<file path="config.mk">
export PLATFORM = sky130hd
export DESIGN_NAME = as5600_i2c_target
export DESIGN_NICKNAME = d
export VERILOG_FILES = /design/src/rtl/subsystem_pkg.sv /design/src/rtl/i2c_bus_sync.sv /design/src/rtl/as5600_i2c_target.sv
export SDC_FILE = /design/constraint.sdc
export NUM_CORES = 1
export LEC_CHECK = 0
export CORE_MARGIN = 2
export CORE_UTILIZATION = 46
export DETAILED_ROUTE_END_ITERATION = 10
export DONT_BUFFER_PORTS = 1
export PLACE_DENSITY_LB_ADDON = 0.08
export SLEW_MARGIN = 15
export SYNTH_ARGS = -nofsm -noshare
export SYNTH_HDL_FRONTEND = slang
export SYNTH_SLANG_ARGS = --single-unit
</file>
<file path="constraint.sdc">
create_clock -name clock -period 2.7 [get_ports clock]
set_clock_uncertainty 0.05 [all_clocks]
set_input_delay 0.135 -clock clock [delete_from_list [all_inputs] [get_ports clock]]
set_output_delay 0.135 -clock clock [all_outputs]
set_load 0.01 [all_outputs]
</file>
<file path="src/rtl/subsystem_pkg.sv">
// Constants and state encoding shared by the AS5600 target emulator and the I2C master.
package subsystem_pkg;

   localparam logic [6:0] AS5600_ADDR = 7'h36;

   localparam logic [7:0] REG_STATUS = 8'h0B;
   localparam logic [7:0] REG_RAW_HI = 8'h0C;
   localparam logic [7:0] REG_RAW_LO = 8'h0D;
   localparam logic [7:0] REG_ANG_HI = 8'h0E;
   localparam logic [7:0] REG_ANG_LO = 8'h0F;

   typedef enum logic [3:0] {
      ST_IDLE,
      ST_ADDR,
      ST_ADDR_ACK,
      ST_WR_PTR,
      ST_PTR_ACK,
      ST_WR_DATA,
      ST_RD_DATA,
      ST_RD_ACK,
      ST_WAIT_STOP
   } i2c_tgt_state_e;

   // snap = {magnet_ok, angle[11:0]}
   function automatic logic [7:0] as5600_reg_map(input logic [7:0] ptr, input logic [12:0] snap);
      logic [7:0] b;
      b = '0;
      case (ptr)
         REG_STATUS:             b = {2'b00, snap[12], ~snap[12], 1'b0, 3'b000};
         REG_RAW_HI, REG_ANG_HI: b = {4'h0, snap[11:8]};
         REG_RAW_LO, REG_ANG_LO: b = snap[7:0];
         default:                b = '0;
      endcase
      return b;
   endfunction

endpackage

</file>
<file path="src/rtl/i2c_bus_sync.sv">
// Synchronises SCL/SDA and produces registered SCL edge and START/STOP pulses.
module i2c_bus_sync #(
   parameter int unsigned SYNC_STAGES = 2
) (
   input  logic clock,
   input  logic reset,
   input  logic scl,
   input  logic sda_in,
   output logic sda_s,
   output logic scl_rise,
   output logic scl_fall,
   output logic start_det,
   output logic stop_det
);

   logic [SYNC_STAGES-1:0] scl_sync_q, scl_sync_d;
   logic [SYNC_STAGES-1:0] sda_sync_q, sda_sync_d;
   logic scl_prev_q, sda_prev_q;
   logic scl_rise_q, scl_rise_d, scl_fall_q, scl_fall_d;
   logic start_q, start_d, stop_q, stop_d;
   logic scl_cur, sda_cur;

   always_comb begin
      scl_sync_d = {scl_sync_q[SYNC_STAGES-2:0], scl};
      sda_sync_d = {sda_sync_q[SYNC_STAGES-2:0], sda_in};
      scl_cur    = scl_sync_q[SYNC_STAGES-1];
      sda_cur    = sda_sync_q[SYNC_STAGES-1];
      scl_rise_d = scl_cur & ~scl_prev_q;
      scl_fall_d = ~scl_cur & scl_prev_q;
      // SCL must be high on both samples, so an SDA change alongside an SCL edge is never START/STOP
      start_d    = scl_cur & scl_prev_q & sda_prev_q & ~sda_cur;
      stop_d     = scl_cur & scl_prev_q & ~sda_prev_q & sda_cur;
   end

   always_ff @(posedge clock) begin
      if (reset) begin
         scl_sync_q <= '1;
         sda_sync_q <= '1;
         scl_prev_q <= 1'b1;
         sda_prev_q <= 1'b1;
         scl_rise_q <= 1'b0;
         scl_fall_q <= 1'b0;
         start_q    <= 1'b0;
         stop_q     <= 1'b0;
      end else begin
         scl_sync_q <= scl_sync_d;
         sda_sync_q <= sda_sync_d;
         scl_prev_q <= scl_cur;
         sda_prev_q <= sda_cur;
         scl_rise_q <= scl_rise_d;
         scl_fall_q <= scl_fall_d;
         start_q    <= start_d;
         stop_q     <= stop_d;
      end
   end

   assign sda_s     = sda_prev_q;
   assign scl_rise  = scl_rise_q;
   assign scl_fall  = scl_fall_q;
   assign start_det = start_q;
   assign stop_det  = stop_q;

endmodule

</file>
<file path="src/rtl/as5600_i2c_target.sv">
// I2C target emulating the AS5600 register map, serving a supplied angle and magnet status.
module as5600_i2c_target
   import subsystem_pkg::*;
#(
   parameter logic [6:0]  DEV_ADDR    = AS5600_ADDR,
   parameter int unsigned SYNC_STAGES = 2
) (
   input  logic        clock,
   input  logic        reset,
   input  logic        scl,
   input  logic        sda_in,
   output logic        sda_oe,
   input  logic [11:0] angle_value,
   input  logic        magnet_ok,
   output logic        busy,
   output logic        rd_done
);

   logic sda_s, scl_rise, scl_fall, start_det, stop_det;

   i2c_bus_sync #(.SYNC_STAGES(SYNC_STAGES)) u_sync (
      .clock     (clock),
      .reset     (reset),
      .scl       (scl),
      .sda_in    (sda_in),
      .sda_s     (sda_s),
      .scl_rise  (scl_rise),
      .scl_fall  (scl_fall),
      .start_det (start_det),
      .stop_det  (stop_det)
   );

   i2c_tgt_state_e state_q, state_d;
   logic [2:0]  bit_cnt_q, bit_cnt_d;
   logic [6:0]  shift_q, shift_d;
   logic [6:0]  tx_q, tx_d;
   logic [7:0]  reg_ptr_q, reg_ptr_d;
   logic [12:0] snapshot_q, snapshot_d;
   logic [7:0]  rd_byte;
   logic        rw_q, rw_d;
   logic        sda_oe_q, sda_oe_d;
   logic        busy_q, busy_d;
   logic        rd_done_q, rd_done_d;

   always_comb begin
      state_d    = state_q;
      bit_cnt_d  = bit_cnt_q;
      shift_d    = shift_q;
      tx_d       = tx_q;
      reg_ptr_d  = reg_ptr_q;
      snapshot_d = snapshot_q;
      rw_d       = rw_q;
      sda_oe_d   = sda_oe_q;
      busy_d     = busy_q;
      rd_done_d  = 1'b0;
      rd_byte    = as5600_reg_map(reg_ptr_q, snapshot_q);

      if (start_det) begin
         state_d   = ST_ADDR;
         bit_cnt_d = '0;
         busy_d    = 1'b1;
         sda_oe_d  = 1'b0;
      end else if (stop_det) begin
         state_d  = ST_IDLE;
         sda_oe_d = 1'b0;
         busy_d   = 1'b0;
      end else begin
         case (state_q)
            ST_ADDR, ST_WR_PTR, ST_WR_DATA: begin
               if (scl_rise) begin
                  shift_d   = {shift_q[5:0], sda_s};
                  bit_cnt_d = bit_cnt_q + 3'd1;
                  if (bit_cnt_q == 3'd7) begin
                     if (state_q == ST_ADDR) begin
                        rw_d    = sda_s;
                        state_d = (shift_q == DEV_ADDR) ? ST_ADDR_ACK : ST_IDLE;
                     end else begin
                        reg_ptr_d = (state_q == ST_WR_PTR) ? {shift_q, sda_s} : reg_ptr_q + 8'd1;
                        state_d   = ST_PTR_ACK;
                     end
                  end
               end
            end
            // sda_oe_q doubles as the ACK phase: first fall pulls low, second fall releases
            ST_ADDR_ACK, ST_PTR_ACK: begin
               if (scl_fall) begin
                  if (!sda_oe_q) begin
                     sda_oe_d = 1'b1;
                  end else if (state_q == ST_ADDR_ACK && rw_q) begin
                     snapshot_d = {magnet_ok, angle_value};
                     rd_byte    = as5600_reg_map(reg_ptr_q, {magnet_ok, angle_value});
                     tx_d       = rd_byte[6:0];
                     sda_oe_d   = ~rd_byte[7];
                     state_d    = ST_RD_DATA;
                  end else begin
                     sda_oe_d = 1'b0;
                     state_d  = (state_q == ST_ADDR_ACK) ? ST_WR_PTR : ST_WR_DATA;
                  end
               end
            end
            ST_RD_DATA: begin
               if (scl_fall) begin
                  bit_cnt_d = bit_cnt_q + 3'd1;
                  tx_d      = {tx_q[5:0], 1'b0};
                  if (bit_cnt_q == 3'd7) begin
                     sda_oe_d = 1'b0;
                     state_d  = ST_RD_ACK;
                  end else begin
                     sda_oe_d = ~tx_q[6];
                  end
               end
            end
            // a fall seen here always follows an ACKed rise, so it starts the next byte
            ST_RD_ACK: begin
               if (scl_rise) begin
                  rd_done_d = 1'b1;
                  reg_ptr_d = reg_ptr_q + 8'd1;
                  if (sda_s) state_d = ST_WAIT_STOP;
               end else if (scl_fall) begin
                  tx_d     = rd_byte[6:0];
                  sda_oe_d = ~rd_byte[7];
                  state_d  = ST_RD_DATA;
               end
            end
            default: ;
         endcase
      end
   end

   always_ff @(posedge clock) begin
      if (reset) begin
         state_q    <= ST_IDLE;
         bit_cnt_q  <= '0;
         shift_q    <= '0;
         tx_q       <= '0;
         reg_ptr_q  <= 8'h00;
         snapshot_q <= '0;
         rw_q       <= 1'b0;
         sda_oe_q   <= 1'b0;
         busy_q     <= 1'b0;
         rd_done_q  <= 1'b0;
      end else begin
         state_q    <= state_d;
         bit_cnt_q  <= bit_cnt_d;
         shift_q    <= shift_d;
         tx_q       <= tx_d;
         reg_ptr_q  <= reg_ptr_d;
         snapshot_q <= snapshot_d;
         rw_q       <= rw_d;
         sda_oe_q   <= sda_oe_d;
         busy_q     <= busy_d;
         rd_done_q  <= rd_done_d;
      end
   end

   assign sda_oe  = sda_oe_q;
   assign busy    = busy_q;
   assign rd_done = rd_done_q;

endmodule

</file>
==> impl_metrics.toml, run 1 <==
[floorplan]
die_y_um = 84.2
start_util_pct = 47.1
dieArea_um2 = 7090
rows = 29
io_pins = 20
dieWidth_um = 84.2
core_area_um2 = 6280

[cells_and_area]
final_cell_area_um2 = 3200
syn_to_final_growth_pct = 7.99
diodes = 0
multi_input_area_um2 = 1650
layout.nets = 357
fillers = 592
drive_above_1_share_pct = 10.4
seq_area_um2 = 1120

[synthesis]
synth-seq-cells = 56
synth-simple-area-share_pct = 22.1
ys_warn_count = 0
synthCells = 332
ys.flop_type = "dfxtp_1"
ys_async_sr_fraction_pct = 0
synth_compound_area_share_pct = 20.2
synth.yosys.seq_area_share_pct = 37.9
syn_area_um2 = 2960
synth_top_family_by_area = "simple AND/OR/NAND/NOR gates"
avgSynthCellArea_um2 = 8.91
synth.mux.area_fraction_pct = 9.89
synth_fp_nets = 355
synth.distinct_cells = 61
yosys.area_share.xor_xnor_pct = 0.592
synth_edf_count = 0
synthAdderAreaFrac_pct = 2.88

[routing]
wl_per_cell_um = 15.0
drc = 0
drt_iter0_drc = 172
viasPerCell = 5.54
drt_wl_total_mm = 6.20
firstDrtPassIters = 4
ant_nets = 0
vias = 2283

[setup_path]
crit_fanout = 15
cp.required_ns = 2.89
r2r_cells = 5
cp-start-kind = "flop"
crit_path_end_kind = "flop"
critical_path_class = "reg2reg"
arrival_ns = 2.32

[place]
gpl.final_weighted_congestion = 0.783
dpl_worst_slack_ns = 0.591
io_buffers = 0
hpwl_mm = 4.09
postPlaceCellArea_um2 = 2930

[clock_network]
post_cts_buffers = 0
root_buffer = "clkbuf_8"
cts_sinks = 56
htreeDepth = 2
cts_buffer_depth = 2
clk_pin_slew_ns = 0.10
clk_latency_ns = 0.32
cts_tree = "yes"
numCtsBuffers = 5

[outcome]
status = "completed"

[timing]
finalSetupTns_ns = 0
setup_ws_ns = 0.577
max_freq_mhz = 471
period_minus_slack_ns = 2.12
rsz0062_at_grt = "false"
period_share_pct = 78.6
hold_viol = 0
finalSetupViolCount = 0
tightest_slew_ns = 0.664
slew_headroom_pct = 55.7
final_max_slew_viol_count = 0

[pwr]
leakage_nw = 1.25
p_seq_share_pct = 60.3
internal_power_w = 0.00106
p_switching_w = 0.000344
comb_power_share_pct = 5.4
p_sw_share_pct = 24.5
power.share.clock_pct = 34.2
vdd_drop_max_mv = 0.217
power_density_nw_per_um2 = 439

[global_routing]
grt.overflow.total = 0
grt_util_all_layers_pct = 18.2
antenna_found_initial = 0
grt_pass1_wl_mm = 10.6
grt_pass1_vias = 2212
grt_max_degree = 46

[hold_path]
whs_path_depth = 3
hold_class = "in2reg"

[flow_run]
max-cap-violations = 0
## layer usage
layer | global-route usage, % | vias up | routed length (µm)
met5 | 0 | - | 0
met2 | 29.1 | 40 | 2750
met3 | 3.34 | 6 | 276
li1 | - | 1202 | -
met4 | 4.84 | 0 | 70
met1 | 25.5 | 1035 | 3100
## placed cells by master, fill, tap and decap left out, types with 4 or more instances in the layout
master	synthesis	routed
dfxtp_1	56	56
nor2_1	41	41
mux2i_1	27	27
nand2_1	16	16
dlygate4sd3_1	0	15
a22oi_1	13	13
inv_1	11	11
o21ai_0	11	11
nand2b_1	9	9
nor3_1	9	9
a21oi_1	8	8
or2_2	8	8
nand3_1	6	6
a211oi_1	6	6
ha_1	6	6
o22ai_1	5	5
a31oi_1	5	5
clkbuf_8	0	5
nand4_1	4	4
nor2b_1	4	4
buf_4	5	4
## power groups by stage
stage	clock, W	combinational (W)	sequential [W]
global route	0.000525	0.0000838	0.000849
floorplan	0	0.0000588	0.000855
finish	0.000481	0.0000760	0.000847
global placement	0	0.0000456	0.000866
CTS	0.000500	0.0000765	0.000847
detailed placement	0	0.0000454	0.000866
## logic make-up after synthesis
| family | count (synthesis) |
|---|---|
| compound gates | 78 |
| xor+xnor | 2 |
| flops | 56 |
| buf+inv | 36 |
| fa+ha+maj | 7 |
| mux | 29 |
| simple gates | 124 |
## flip-flops by register name, summed over array words and instances, names as in the netlist, 2 cells and up
signal / flops
bit_cnt_q: 3
reg_ptr_q: 8
shift_q: 7
snapshot_q: 13
state_q: 4
tx_q: 7
u_sync.scl_sync_q: 2
u_sync.sda_sync_q: 2
## final timing paths
| path | from | endpoint | slack [ns] |
|---|---|---|---|
| worst max-delay path | state_q[0]$_SDFFE_PP0P_ | state_q[1]$_SDFFE_PP0P_ | 0.58 |
| worst min-delay path | reset | tx_q[2]$_SDFFE_PP0P_ | 0.05 |
| worst max register to register | state_q[0]$_SDFFE_PP0P_ | state_q[1]$_SDFFE_PP0P_ | 0.58 |
| worst min register to register | u_sync.sda_sync_q[0]$_SDFF_PP1_ | u_sync.sda_sync_q[1]$_SDFF_PP1_ | 0.37 |
## critical path, cell delays in order (launching register included)
cell	delay, ns
dfxtp_1	0.67
nor4b_1	0.51
nand4_1	0.16
nor3_1	0.33
a31oi_1	0.08
a211oi_1	0.24
## area by class of cell
| class | count | share of cell area [%] |
|---|---|---|
| multi-input combinational | 240 | 51.5 |
| clock inverter | 3 | 0.705 |
| timing repair buffer | 20 | 6.26 |
| sequential | 56 | 35.1 |
| inverter | 11 | 1.29 |
| clock buffer | 5 | 2.15 |
| tap | 77 | 3.01 |
## synthesized netlist by cell type (7+ instances only)
library cell,instances,area share [%]
clkbuf_1,8,1.0
a21oi_1,8,1.4
nand2_1,16,2.0
mux2i_1,27,9.1
or2_2,8,1.7
a22oi_1,13,3.3
buf_2,7,1.2
nor2_1,41,5.2
inv_1,11,1.4
nand2b_1,9,1.9
nor3_1,9,1.5
dfxtp_1,56,38
o21ai_0,11,1.9
## through the flow
stage / total power (W) / instances / hold WS, ns / util, %
4_1_cts: 0.00142 / 412 / 0.0464 / 50.9
3_5_place_dp: 0.000911 / 388 / 0.160 / 46.7
5_1_grt: 0.00146 / 412 / 0.0637 / 50.9
2_1_floorplan: 0.000914 / 332 / 0.189 / -
6_report: 0.00140 / 412 / 0.0541 / 50.9
3_3_place_gp: 0.000911 / 388 / 0.161 / 46.7
## what timing repair did
action,in CTS,in global routing
hold endpoints to repair,47,0
gates resized for setup,0,0
hold buffers,16,0
Power figures use the tool's default switching activity.
==> run 2, diff against run 1 <==
- clock period: 2.7 -> 1.9 ns (I/O delays scaled with it)
==> run 2 against run 1 <==
Global-route usage up 0.91 points. Sequential share of layout area down 3.2 points. Sequential power up 42%. Non-clock buffer count up 28. First-iteration DRC count down 52%. Die area unchanged. Worst setup slack worse by 0.47 ns. Clock power up 88%. Critical path depth up 2. Count of clock-buffer cells in the layout unchanged. Total power up 59%.
==> impl_metrics.toml, run 2 (same netlist as run 1, synthesis figures left out) <==
[outcome]
status = "completed"

[setup_path]
path_cells = "ha_4, ha_4, maj3_1, and4_4, buf_4, a22oi_1, nor2_1"
r2r_cells = 7
cp_slowest_cell = "dfxtp_2"
cp-start-kind = "flop"
worst-path-buf-inv = 1
worstReg2RegStart = "bit_cnt_q[1]$_SDFFE_PP0P_"
reg2reg_slack_ns = 0.11
slowest_delay_ns = 0.35
crit_path_frequent_cell = "ha_4"
crit_fanout = 12
cp.required_ns = 2.05
crit_path_end_kind = "flop"
crit_family = "adder cells"
timing.rr.end = "reg_ptr_q[6]$_SDFFE_PP0P_"
arrival_ns = 1.94
critical_path_class = "reg2reg"

[cells_and_area]
drive_above_1_share_pct = 20.4
diodes = 0
largest_reg_flops = 13
syn_to_final_growth_pct = 19.7
final_common_cell = "dfxtp_1"
layout.cells.non_filler = 439
largestRegisters = "snapshot_q: 13 flops, reg_ptr_q: 8 flops"
largest_register = "snapshot_q"
layout.nets = 385
most-common-layout-cells = "50 x dfxtp_1, 41 x nor2_1, 29 x buf_4"
post-route-util_pct = 56.4

[routing]
drt_wl_total_mm = 6.53
viasPerCell = 5.57
vias = 2444
wl_per_cell_um = 14.9
ant_nets = 0
firstDrtPassIters = 4
drc = 0
drt_iter0_drc = 82

[timing]
finalSetupViolCount = 0
period_minus_slack_ns = 1.79
holdWs_ns = 0.0213
max_freq_mhz = 558
rsz0062_at_grt = "false"
tightest_slew_ns = 0.407
hold_viol = 0
period_share_pct = 94.4
final_max_slew_viol_count = 0
setup_ws_ns = 0.107
slew_headroom_pct = 72.8

[floorplan]
dieWidth_um = 84.2
die_y_um = 84.2
core_area_um2 = 6280
rows = 29
io_pins = 20
start_util_pct = 47.1
dieArea_um2 = 7090

[clock_network]
numCtsBuffers = 5
clk_pin_slew_ns = 0.10
clk_latency_ns = 0.31
cts_buffer_depth = 2
root_buffer = "clkbuf_8"
cts_tree = "yes"
cts_sinks = 56
htreeDepth = 2

[global_routing]
grt_pass1_wl_mm = 11.1
antenna_found_initial = 0
grt_max_degree = 46
grt.overflow.total = 0
grt_util_all_layers_pct = 19.2
grt_pass1_vias = 2349

[place]
gpl.final_weighted_congestion = 0.828
dpl_worst_slack_ns = -0.0435
io_buffers = 0
post-place-cells = 415
hpwl_mm = 4.56

[pwr]
leakage_nw = 1.43
power_density_nw_per_um2 = 631
vdd_drop_max_mv = 0.377

[hold_path]
hold_path_end = "tx_q[3]$_SDFFE_PP0P_"
whs_path_depth = 3
hold_class = "in2reg"
min_from = "reset"

[flow_run]
max-cap-violations = 0
==> run 2: cell types whose count changed in the layout (fill, tap and decap cells not counted), moves of 2 or more <==
cell       before  now
ha_4            0    2
ha_1            6    4
buf_4           4   29
bufinv_16       0    2
dfxtp_2         0    6
buf_12          1    4
dfxtp_1        56   50
==> run 2: repair_timing <==
| action | CTS | global route |
|---|---|---|
| hold endpoints to repair | 47 | 0 |
| gates resized for setup | 3 | 13 |
| setup buffers | 0 | 2 |
| pin swaps | 1 | 9 |
| hold buffers | 16 | 0 |
| setup endpoints to repair | 7 | 15 |
==> run 2: routing by layer <==
| metal | vias to the layer above | part of all wire (%) | global-route usage (%) |
|---|---|---|---|
| met5 | - | 0 | 0 |
| met3 | 6 | 1.9 | 2.95 |
| met2 | 19 | 47 | 32.5 |
| met4 | 0 | 1.2 | 5.72 |
| li1 | 1264 | - | - |
| met1 | 1155 | 50 | 25.2 |
==> run 2: stage by stage <==
step	area, µm²	setup TNS [ns]	power (W)
floorplan	2960	0	0.00130
global placement	3180	-0.00210	0.00131
finish	3540	0	0.00224
global route	3540	0	0.00231
CTS	3480	0	0.00226
detailed placement	3180	-0.160	0.00131
==> run 2: layout make-up <==
cell class	count	area (µm²)
clock buffers	5	68.8
clock inverters	2	60.1
fillers	582	2740
inverters	11	41.3
multi-input cells	240	1700
flip-flops and latches	56	1130
well taps	77	96.3
repair buffers	48	448
==> run 2: tightest hold or removal path, cell delays in order <==
cell and delay [ns]:
nand2b_1 0.07, mux2_2 0.13, o21ai_1 0.05
==> run 2: worst max-delay path by stage <==
stage / from / end / cells past startpoint
5_1_grt: bit_cnt_q[0]$_SDFFE_PP0P_ / reg_ptr_q[5]$_SDFFE_PP0P_ / 7
6_report: bit_cnt_q[1]$_SDFFE_PP0P_ / reg_ptr_q[6]$_SDFFE_PP0P_ / 7
3_5_place_dp: bit_cnt_q[0]$_SDFFE_PP0P_ / reg_ptr_q[6]$_SDFFE_PP0P_ / 7
2_1_floorplan: bit_cnt_q[0]$_SDFFE_PP0P_ / reg_ptr_q[2]$_SDFFE_PP0P_ / 8
3_3_place_gp: bit_cnt_q[0]$_SDFFE_PP0P_ / reg_ptr_q[5]$_SDFFE_PP0P_ / 7
4_1_cts: bit_cnt_q[0]$_SDFFE_PP0P_ / state_q[0]$_SDFFE_PP0P_ / 8
==> run 2: power breakdown <==
group	leakage [nW]	internal, W	switching, W
clock network	0.0642	0.000519	0.000385
registers	0.456	0.00118	0.0000114
logic	0.907	0.0000712	0.0000654
